==> src/rtl/mux_scan.sv <==
// rtl/mux_scan.sv - N-channel mux with manual select and scan sequencer behind a one-entry output register
// Optional feature macro: MUX_SCAN_MASK_EN adds a per-channel scan enable mask sampled at scan start.
module mux_scan #(
  parameter int N = 16,
  parameter int W = 1,
  localparam int SW = $clog2(N)
) (
  input  logic           clk,
  input  logic           rst,
  input  logic [N*W-1:0] in,
  input  logic [SW-1:0]  sw,
  input  logic           mode,
  input  logic           start,
  input  logic           f_ready,
`ifdef MUX_SCAN_MASK_EN
  input  logic [N-1:0]   mask,
`endif
  output logic [W-1:0]   f,
  output logic           f_valid,
  output logic [SW-1:0]  ch,
  output logic           busy,
  output logic           done
);

  typedef enum logic [1:0] {
    S_IDLE = 2'd0,
    S_SCAN = 2'd1,
    S_DONE = 2'd2
  } state_t;

  localparam logic [SW:0] N_LIM = (SW + 1)'(N);

  state_t          r_state;
  state_t          w_state_nxt;
  logic [N-1:0]    r_pend;
  logic [N-1:0]    w_pend_nxt;
  logic [W-1:0]    r_f;
  logic [SW-1:0]   r_ch;
  logic            r_f_valid;

  logic [W-1:0]    w_chan [N];
  logic [W-1:0]    w_man_data;
  logic [SW-1:0]   w_cnt;
  logic            w_load_ok;
  logic            w_acc;
  logic            w_load;
  logic [W-1:0]    w_ld_data;
  logic [SW-1:0]   w_ld_ch;

  for (genvar k = 0; k < N; k++) begin : g_chan
    assign w_chan[k] = in[k*W +: W];
  end

  // Out-of-range selects (only possible when N is not a power of two) read as zero.
  assign w_man_data = ({1'b0, sw} < N_LIM) ? w_chan[sw] : '0;

  assign w_load_ok = !r_f_valid || f_ready;
  assign w_acc     = r_f_valid && f_ready;

  // r_pend holds the channels still to be loaded in this scan; the next one is its lowest set bit.
  always_comb begin
    w_cnt = '0;
    for (int k = N - 1; k >= 0; k--) begin
      if (r_pend[k]) w_cnt = SW'(k);
    end
  end

  always_comb begin
    w_state_nxt = r_state;
    w_pend_nxt  = r_pend;
    w_load      = 1'b0;
    w_ld_data   = w_man_data;
    w_ld_ch     = sw;
    case (r_state)
      S_IDLE: begin
        if (!mode) begin
          w_load = w_load_ok;
        end else if (start) begin
`ifdef MUX_SCAN_MASK_EN
          w_pend_nxt  = mask;
          w_state_nxt = (mask == '0) ? S_DONE : S_SCAN;
`else
          w_pend_nxt  = '1;
          w_state_nxt = S_SCAN;
`endif
        end
      end
      S_SCAN: begin
        if (!mode) begin
          w_state_nxt = S_IDLE;
          w_pend_nxt  = '0;
        end else begin
          if (w_load_ok && (r_pend != '0)) begin
            w_load             = 1'b1;
            w_ld_data          = w_chan[w_cnt];
            w_ld_ch            = w_cnt;
            w_pend_nxt[w_cnt]  = 1'b0;
          end
          // With nothing left pending, the held beat is the last scan beat.
          if (w_acc && (r_pend == '0)) w_state_nxt = S_DONE;
        end
      end
      S_DONE: begin
        w_state_nxt = S_IDLE;
        w_load      = !mode && w_load_ok;
      end
      default: w_state_nxt = S_IDLE;
    endcase
  end

  always_ff @(posedge clk) begin
    if (rst) begin
      r_state   <= S_IDLE;
      r_pend    <= '0;
      r_f       <= '0;
      r_ch      <= '0;
      r_f_valid <= 1'b0;
    end else begin
      r_state <= w_state_nxt;
      r_pend  <= w_pend_nxt;
      if (w_load) begin
        r_f       <= w_ld_data;
        r_ch      <= w_ld_ch;
        r_f_valid <= 1'b1;
      end else if (w_acc) begin
        r_f_valid <= 1'b0;
      end
    end
  end

  assign f       = r_f;
  assign ch      = r_ch;
  assign f_valid = r_f_valid;
  assign busy    = (r_state == S_SCAN);
  assign done    = (r_state == S_DONE);

endmodule

==> config.mk <==
export PLATFORM = sky130hd
export DESIGN_NAME = mux_scan
export DESIGN_NICKNAME = d
export VERILOG_FILES = /design/src/rtl/mux_scan.sv
export SDC_FILE = /design/constraint.sdc
export NUM_CORES = 1
export LEC_CHECK = 0
export BUFFER_PORTS_ARGS = -buffer_cell sky130_fd_sc_hd__buf_2
export CELL_PAD_IN_SITES_DETAIL_PLACEMENT = 0
export CELL_PAD_IN_SITES_GLOBAL_PLACEMENT = 1
export CORE_ASPECT_RATIO = 2
export CORE_MARGIN = 3
export CORE_UTILIZATION = 40
export DETAILED_ROUTE_END_ITERATION = 8
export GPL_ROUTABILITY_DRIVEN = 0
export PLACE_DENSITY = 0.79
export RECOVER_POWER = 50
export SETUP_SLACK_MARGIN = 0.05
export SYNTH_ARGS = -nofsm -noshare
export SYNTH_HDL_FRONTEND = slang
export SYNTH_SLANG_ARGS = --single-unit
==> constraint.sdc <==
create_clock -name clk -period 2.66 [get_ports clk]
set_input_delay 0.399 -clock clk [delete_from_list [all_inputs] [get_ports clk]]
set_output_delay 0.399 -clock clk [all_outputs]
set_load 0.05 [all_outputs]
==> impl_metrics.csv, run 1 <==
group,metric,value,unit
run_status,status,"complete, no violations",
finish,fillers,407,
grt,overflow,0,
grt,grtUsageTotal,22.1,%
die,io_pins,33,
timing,fin_crit,2330,ps
hold_path,hold_path_end,"r_state[1]$_SDFFE_PP0P_",
placed_design,placed_cell_area,1840,um2
timing,worst_slew_pin_slew,655,ps
placed_design,numPortBuffers,32,
synth,netlist_instances,201,
pwr,power.density,551,nW/um2
clock_network,post_cts_buffers,0,
die,fp.coreArea,3880,um2
setup_path,crit_required,2850,ps
clock_network,cts-root-buf,"clkbuf_8",
die,start_util,41.8,%
hold_path,min-delay-start,"f_ready",
routing,drtAntennaViolNets,0,
job,drv_cap,0,
clock_network,numCtsBuffers,3,
grt,grt_max_degree,24,
setup_path,path_class,"register to register",
routing,routed_wl,5090,um
finish,fin_nets,257,
routing,via_per_inst,5.96,
clock_network,cts_tree,"built",
timing,hold-worst-slack,426,ps
setup_path,rrSetupSlack,330,ps
routing,drc,0,
clock_network,cts_resized,0,
setup_path,reg2reg_depth,6,
setup_path,worstSetupStartpointType,"register",
timing,fmaxAchievable,429,MHz
finish,antenna_cells,0,
grt,grt_first_pass_wirelength,8140,um
finish,post-route-util,48.2,%
synth,synthArstFlopShare,0,%
setup_path,r2r_end,"f$_SDFFE_PP0P_",
die,rows,32,
timing,hold_violations,0,
setup_path,arrival,2520,ps
timing,rsz0062_at_grt,"no",
synth,yosysSeqAreaShare,29.6,%
clock_network,cts_max_level,1,
pwr,p_leak,0.713,nW
routing,drt_pre_antenna_iters,4,
synth,yosysWarnings,0,
die,die_w,51.0,um
routing,vias,1676,
grt,grt_pass1_vias,1699,
timing,report.final.setup_viol,0,
synth,avgSynthCellArea,8.07,um2
timing,maxSlewViolCount,0,
hold_path,hold_class,"input pin to register",
clock_network,ctsHoldBuffers,0,
hold_path,whs_path_depth,3,
clock_network,cts_sinks,24,
synth,yosysUniqueCellTypes,43,
timing,finClkSkew,7.72,ps
die,chipHeight,96.1,um
clock_network,cts.clk_slew.worst_paths,90,ps
grt,antenna_found_initial,0,
setup_path,path_max_fanout,7,
setup_path,worstReg2RegStart,"r_pend[4]$_SDFFE_PP0P_",
synth,synth-edff-count,0,
synth,ys.flop_type,"dfxtp_1",
die,fp.dieArea,4900,um2
timing,relSlewSlack,55.9,%
placed_design,dp_hpwl,4080,um
finish,syn_to_final_growth,15.4,%
synth,ys_seq_elements,24,
finish,final_cell_area,1870,um2
synth,netlist_area,1620,um2
finish,multi_input_area,1060,um2
routing,drt_iter0_markers,32,
routing,wl_per_cell,18.1,um
clock_network,clock_latency,270,ps
finish,register_area,480,um2
timing,setup_tns,0,ps
clock_network,cts_buffer_depth,2,
pwr,peakVddDrop,0.000348,V
finish,drive_gt1_share,19.6,%
setup_path,end_kind,"register",
timing,post-route-period-util,87.6,%
synth,synth_nets,226,
-- final cells by class --
| cell class | count | share of cell area (%) |
|---|---|---|
| Inverter | 7 | 1.40 |
| Timing Repair Buffer | 39 | 10.7 |
| Tap cell | 51 | 3.41 |
| Sequential cell | 24 | 25.7 |
| Multi-Input combinational cell | 157 | 56.6 |
| Clock buffer | 3 | 2.20 |
-- where the power goes --
part / internal, mW / switching, mW
Combinational: 0.150 / 0.246
Clock: 0.101 / 0.118
Sequential: 0.386 / 0.0317
-- state kept, by name (all words and copies together) (netlist names) --
signal   cells
r_pend      16
ch           4
f            1
f_valid      1
r_state      2
-- cells in the final DEF, fill, tap and decap left out, drive strengths merged --
master   netlist  layout
clkbuf         9      12
buf            4      30
a21o           2       2
nor2          18      18
mux4           5       5
a2111oi        2       2
o31a           2       2
or3            2       2
nand2          8       8
o32ai          1       1
a31oi          4       4
a211oi         7       7
nor2b          3       3
o211a          1       1
nand3         11      11
mux2i          5       5
o221ai         1       1
a2111o         1       1
a31o           1       1
o21ai         22      22
nand2b         6       6
dfxtp         24      24
o21a           8       8
or2            1       1
nand3b         1       1
a221o          1       1
nor4           8       8
o31ai          3       3
a221oi         1       1
a211o          1       1
o211ai         2       2
or4            6       6
inv            7       7
nor3           5       5
a21oi         18      18
-- synthesized netlist by cell type (all sizes together) (6+ instances only) --
| library cell | n | area, um2 |
|---|---|---|
| dfxtp | 24 | 480 |
| o21ai | 22 | 121 |
| a21oi | 18 | 90.1 |
| nor2 | 18 | 67.6 |
| nand3 | 11 | 55.1 |
| clkbuf | 9 | 33.8 |
| nand2 | 8 | 30.0 |
| nor4 | 8 | 65.1 |
| o21a | 8 | 60.1 |
| a211oi | 7 | 52.6 |
| inv | 7 | 26.3 |
| nand2b | 6 | 37.5 |
| or4 | 6 | 48.8 |
-- routing by layer --
metal	vias to the layer above	GRT usage (%)	wire length, um
li1	829	-	-
met1	768	22.1	1860
met2	56	41.1	2710
met3	23	2.48	192
met4	0	15.1	328
met5	-	0	0
-- critical path, stage by stage (launching register included) --
cell	delay (ps)
dfxtp_1	380
or4_1	680
nor4_1	620
nand2_1	110
mux2i_1	170
a211oi_1	90
a31oi_1	200
-- worst max-delay path by stage --
stage                                  from                 end  slack, ps  depth (start not counted)
floorplan                             sw[0]      f$_SDFFE_PP0P_        620                          6
global placement    r_pend[13]$_SDFFE_PP0P_      f$_SDFFE_PP0P_        380                          7
detailed placement  r_pend[11]$_SDFFE_PP0P_      f$_SDFFE_PP0P_        390                          7
CTS                  r_pend[4]$_SDFFE_PP0P_      f$_SDFFE_PP0P_        370                          6
global route         r_pend[4]$_SDFFE_PP0P_  ch[3]$_SDFFE_PP0P_        140                          6
finish               r_pend[4]$_SDFFE_PP0P_      f$_SDFFE_PP0P_        330                          6
-- through the flow --
stage	setup slack [ps]	power, mW	instances
floorplan	623	0.698	201
CTS	369	1.04	281
finish	329	1.03	281
global placement	385	0.824	278
detailed placement	394	0.822	278
global route	145	1.09	281
-- cell families (layout without fill, tap and decap cells) --
group                  after synthesis  count (layout)  share of synthesized area [%]
AND/OR/NAND/NOR                     69              69                           23.1
buffers and inverters               20              49                           5.01
flip-flops                          24              24                           29.6
multiplexers                        10              10                           10.0
AO/OA/AOI/OAI                       78              78                           32.3
Power figures use the tool's default switching activity.
==> inputs of run 2 (changes only) <==
GPL_TIMING_DRIVEN = 1   (was unset)
RECOVER_POWER = unset   (was 50)
==> impl_metrics.csv, run 2 (synthesis results as in run 1) <==
group,metric,value,unit
run_status,status,"complete, no violations",
timing,report.final.setup_viol,0,
pwr,power.density,549,nW/um2
routing,dr_wl_met2,2710,um
routing,drt_pre_antenna_iters,4,
finish,final_cell_mix,"buf_2, dfxtp_1, nor2_1, a21oi_1, o21ai_1",
timing,fmaxAchievable,428,MHz
setup_path,path_class,"register to register",
timing,maxSlewViolCount,0,
routing,drtAntennaViolNets,0,
placed_design,dp_hpwl,4080,um
timing,post-route-period-util,87.8,%
timing,finClkSkew,7.78,ps
die,io_pins,33,
routing,wl_per_cell,18.1,um
finish,regMostFlops,"r_pend",
clock_network,cts_sinks,24,
finish,fillers,405,
finish,syn_to_final_growth,16.2,%
setup_path,r2r_end,"f$_SDFFE_PP0P_",
pwr,power,1.03,mW
finish,drive_gt1_share,23.0,%
die,fp.coreArea,3880,um2
hold_path,min-delay-start,"f_ready",
grt,antenna_found_initial,0,
routing,vias,1675,
grt,grt_pass1_vias,1699,
timing,rsz0062_at_grt,"no",
die,chipHeight,96.1,um
setup_path,reg2reg_depth,6,
clock_network,ctsHoldBuffers,0,
routing,dr.max_layer_used,"met4",
routing,routed_wl,5080,um
timing,setup_tns,0,ps
timing,relSlewSlack,55.9,%
placed_design,numPortBuffers,32,
clock_network,cts-root-buf,"clkbuf_8",
grt,grt_first_pass_wirelength,8140,um
clock_network,cts_resized,0,
routing,drt-met1-wl,1860,um
die,start_util,41.8,%
clock_network,clock_latency,270,ps
die,fp.dieArea,4900,um2
routing,drt_iter0_markers,38,
routing,met3_length,186,um
setup_path,path_max_fanout,7,
pwr,peakVddDrop,0.000348,V
finish,fin_nets,257,
grt,grtUsageTotal,22.1,%
clock_network,cts.clk_slew.worst_paths,90,ps
clock_network,cts_max_level,1,
setup_path,worstSetupStartpointType,"register",
hold_path,whs_path_depth,3,
finish,antenna_cells,0,
routing,drc,0,
setup_path,rrSetupSlack,330,ps
timing,worst_slew_pin_slew,655,ps
pwr,p_leak,0.745,nW
hold_path,hold_path_end,"r_state[1]$_SDFFE_PP0P_",
clock_network,cts_tree,"built",
setup_path,arrival,2520,ps
job,drv_cap,0,
die,rows,32,
timing,hold_violations,0,
clock_network,numCtsBuffers,3,
finish,largest_reg_flops,16,
clock_network,post_cts_buffers,0,
setup_path,crit_required,2850,ps
setup_path,end_kind,"register",
finish,final_common_cell,"buf_2",
routing,via_per_inst,5.96,
die,die_w,51.0,um
grt,overflow,0,
timing,fin_crit,2330,ps
clock_network,cts_buffer_depth,2,
grt,grt_max_degree,24,
setup_path,worstReg2RegStart,"r_pend[4]$_SDFFE_PP0P_",
hold_path,hold_class,"input pin to register",
[run 2: through the flow]
stage / util, % / hold WS, ps / cell area (um2) / worst slack (ps) / instances
5_1_grt: 48.6 / 462 / 1890 / 174 / 281
3_3_place_gp: 47.5 / 494 / 1840 / 385 / 278
3_5_place_dp: 47.5 / 495 / 1840 / 394 / 278
2_1_floorplan: - / 466 / 1620 / 623 / 201
6_report: 48.6 / 426 / 1890 / 325 / 281
4_1_cts: 48.6 / 428 / 1890 / 369 / 281
[run 2: worst max-delay path by stage]
stage                     slack (ps)             end  cells after the start                    start
after floorplan                  620  f$_SDFFE_PP0P_                      6                    sw[0]
after global placement           380  f$_SDFFE_PP0P_                      7  r_pend[13]$_SDFFE_PP0P_
after detailed placement         390  f$_SDFFE_PP0P_                      7  r_pend[11]$_SDFFE_PP0P_
after CTS                        370  f$_SDFFE_PP0P_                      6   r_pend[4]$_SDFFE_PP0P_
after global routing             170  f$_SDFFE_PP0P_                      7  r_pend[11]$_SDFFE_PP0P_
final                            330  f$_SDFFE_PP0P_                      6   r_pend[4]$_SDFFE_PP0P_
[run 2: power breakdown]
group	leakage, nW	switching (mW)	internal, mW
clock	0.0216	0.118	0.101
combinational	0.525	0.245	0.153
sequential	0.198	0.0315	0.386
[run 2: per-layer routing]
layer | vias to the layer above | GRT usage (%)
met5 | - | 0
met4 | 0 | 15.1
met3 | 23 | 2.48
met2 | 53 | 41.1
met1 | 770 | 22.1
li1 | 829 | -
[run 2: layout make-up]
| class | instances | area (um2) | share of cell area (%) |
|---|---|---|---|
| clock buffer | 3 | 41.3 | 2.19 |
| inverter | 7 | 26.3 | 1.39 |
| multi-input combinational | 157 | 1060 | 56.3 |
| sequential | 24 | 480 | 25.5 |
| tap | 51 | 63.8 | 3.38 |
| timing repair buffer | 39 | 213 | 11.3 |
[run 2: critical path: stages (launching register included)]
cell      delay (ps)
dfxtp_1          380
or4_1            680
nor4_1           630
nand2_1          110
mux2i_1          170
a211oi_1          90
a31oi_1          200
==> inputs of run 3 (changes only) <==
==> constraint.sdc (replaced) <==
create_clock -name clk -period 2.66 [get_ports clk]
set_input_delay 0.532 -clock clk [delete_from_list [all_inputs] [get_ports clk]]
set_output_delay 0.532 -clock clk [all_outputs]
set_load 0.05 [all_outputs]
==> impl_metrics.csv, run 3 (synthesis results as in run 1) <==
group,metric,value,unit
setup_path,worstReg2RegStart,"r_pend[0]$_SDFFE_PP0P_",
timing,post-route-period-util,84.4,%
pwr,clock_power_share,24.3,%
die,fp.coreArea,3880,um2
clock_network,clock_latency,280,ps
hold_path,hold_path_end,"ch[2]$_SDFFE_PP0P_",
pwr,peakVddDrop,0.000335,V
routing,drtAntennaViolNets,0,
clock_network,post_cts_buffers,0,
finish,fin_nets,258,
finish,layout.cells.non_filler,283,
finish,drive_gt1_share,23.7,%
pwr,switching_share,37.5,%
grt,overflow,0,
run_status,status,"complete, no violations",
hold_path,min-delay-start,"ch[2]$_SDFFE_PP0P_",
finish,largest_reg_flops,16,
routing,wl_per_cell,17.5,um
timing,hold_violations,0,
grt,grtUsageTotal,21.8,%
clock_network,ctsHoldBuffers,0,
timing,setup_tns,0,ps
placed_design,numPortBuffers,32,
timing,rsz0062_at_grt,"no",
clock_network,cts-root-buf,"clkbuf_8",
timing,worst_slew_pin_slew,601,ps
hold_path,hold_class,"register to register",
pwr,p_int,677,uW
routing,dr.max_layer_used,"met4",
job,drv_cap,0,
pwr,p_sw,406,uW
pwr,power.density,568,nW/um2
timing,relSlewSlack,59.5,%
pwr,power,1.08,mW
die,io_pins,33,
routing,drt-met1-wl,1720,um
finish,syn_to_final_growth,17.5,%
setup_path,r2r_end,"r_pend[3]$_SDFFE_PP0P_",
pwr,seqPwrFrac,38.9,%
setup_path,reg2reg_depth,7,
clock_network,cts_tree,"built",
grt,grt_max_degree,24,
placed_design,place_ws,439,ps
routing,vias,1789,
finish,final_common_cell,"buf_2",
clock_network,cts_resized,0,
clock_network,cts.clk_slew.worst_paths,90,ps
routing,met3_length,228,um
finish,antenna_cells,0,
timing,maxSlewViolCount,0,
die,die_w,51.0,um
setup_path,rrSetupSlack,420,ps
setup_path,end_kind,"register",
setup_path,crit_required,2820,ps
hold_path,whs_path_depth,2,
routing,routed_wl,4970,um
clock_network,numCtsBuffers,3,
grt,grt_first_pass_wirelength,8140,um
finish,regMostFlops,"r_pend",
clock_network,cts_max_level,1,
setup_path,path_class,"register to register",
finish,post-route-util,49.1,%
grt,grt_pass1_vias,1761,
timing,fin_crit,2240,ps
die,rows,32,
timing,report.final.setup_viol,0,
routing,drc,0,
pwr,p_leak,0.756,nW
placed_design,dp_hpwl,3980,um
timing,timing.final.ws_setup,416,ps
die,start_util,41.8,%
finish,multi_input_area,1060,um2
setup_path,path_max_fanout,10,
finish,fillers,394,
setup_path,worstSetupStartpointType,"register",
placed_design,dp_cells,279,
pwr,p_comb_share,36.8,%
routing,via_per_inst,6.32,
grt,antenna_found_initial,0,
timing,finClkSkew,6.90,ps
routing,drt_iter0_markers,19,
die,chipHeight,96.1,um
clock_network,cts_sinks,24,
die,fp.dieArea,4900,um2
setup_path,arrival,2400,ps
clock_network,cts_buffer_depth,2,
routing,dr_wl_met2,2680,um
routing,drt_pre_antenna_iters,4,
finish,final_cell_mix,"buf_2, dfxtp_1, nor2_1, a21oi_1, o21ai_1",
finish,register_area,480,um2
timing,fmaxAchievable,446,MHz
## run 3: changes by cell type in the layout (fill, tap and decap cells not counted), sizes merged
| cell | before | now |
|---|---|---|
| clkbuf | 3 | 4 |
| buf | 39 | 40 |
## run 3: worst max-delay path by stage
stage	from	endpoint	slack, ps	cells after the start
3_5_place_dp	r_pend[0]$_SDFFE_PP0P_	r_pend[3]$_SDFFE_PP0P_	440	7
4_1_cts	r_pend[0]$_SDFFE_PP0P_	r_pend[3]$_SDFFE_PP0P_	430	7
2_1_floorplan	sw[0]	f$_SDFFE_PP0P_	490	6
6_report	r_pend[0]$_SDFFE_PP0P_	r_pend[3]$_SDFFE_PP0P_	420	7
5_1_grt	r_pend[4]$_SDFFE_PP0P_	r_pend[1]$_SDFFE_PP0P_	270	8
3_3_place_gp	r_pend[4]$_SDFFE_PP0P_	ch[0]$_SDFFE_PP0P_	460	5
## run 3: layout make-up
type / count / share of cell area, %
Multi-Input combinational cell: 157 / 55.6
Clock buffer: 4 / 2.89
Sequential cell: 24 / 25.2
Timing Repair Buffer: 40 / 11.5
Tap cell: 51 / 3.35
Inverter: 7 / 1.38
## run 3: critical path, stage by stage (launching register included)
cell and delay [ps]:
dfxtp_1 440, or4_1 560, o32ai_1 190, a31o_2 300
o21ai_1 210, o21a_1 230, o21ai_1 120, a21oi_1 70
## run 3: metal layers
layer | vias to the layer above | GRT usage [%]
met2 | 70 | 41.4
met1 | 859 | 20.4
li1 | 836 | -
met4 | 0 | 15.7
met5 | - | 0
met3 | 24 | 2.79
## run 3: power groups by stage
stage	registers (mW)	clock network (mW)	logic, mW
5_1_grt	0.426	0.283	0.436
4_1_cts	0.420	0.268	0.397
3_3_place_gp	0.428	0	0.397
6_report	0.421	0.263	0.399
2_1_floorplan	0.444	0	0.254
3_5_place_dp	0.429	0	0.396
## run 3: per-stage QoR
stage          cell area (um2)  hold WS, ps
6_report                  1910          503
5_1_grt                   1910          567
4_1_cts                   1910          506
3_5_place_dp              1850          492
3_3_place_gp              1850          493
2_1_floorplan             1620          466
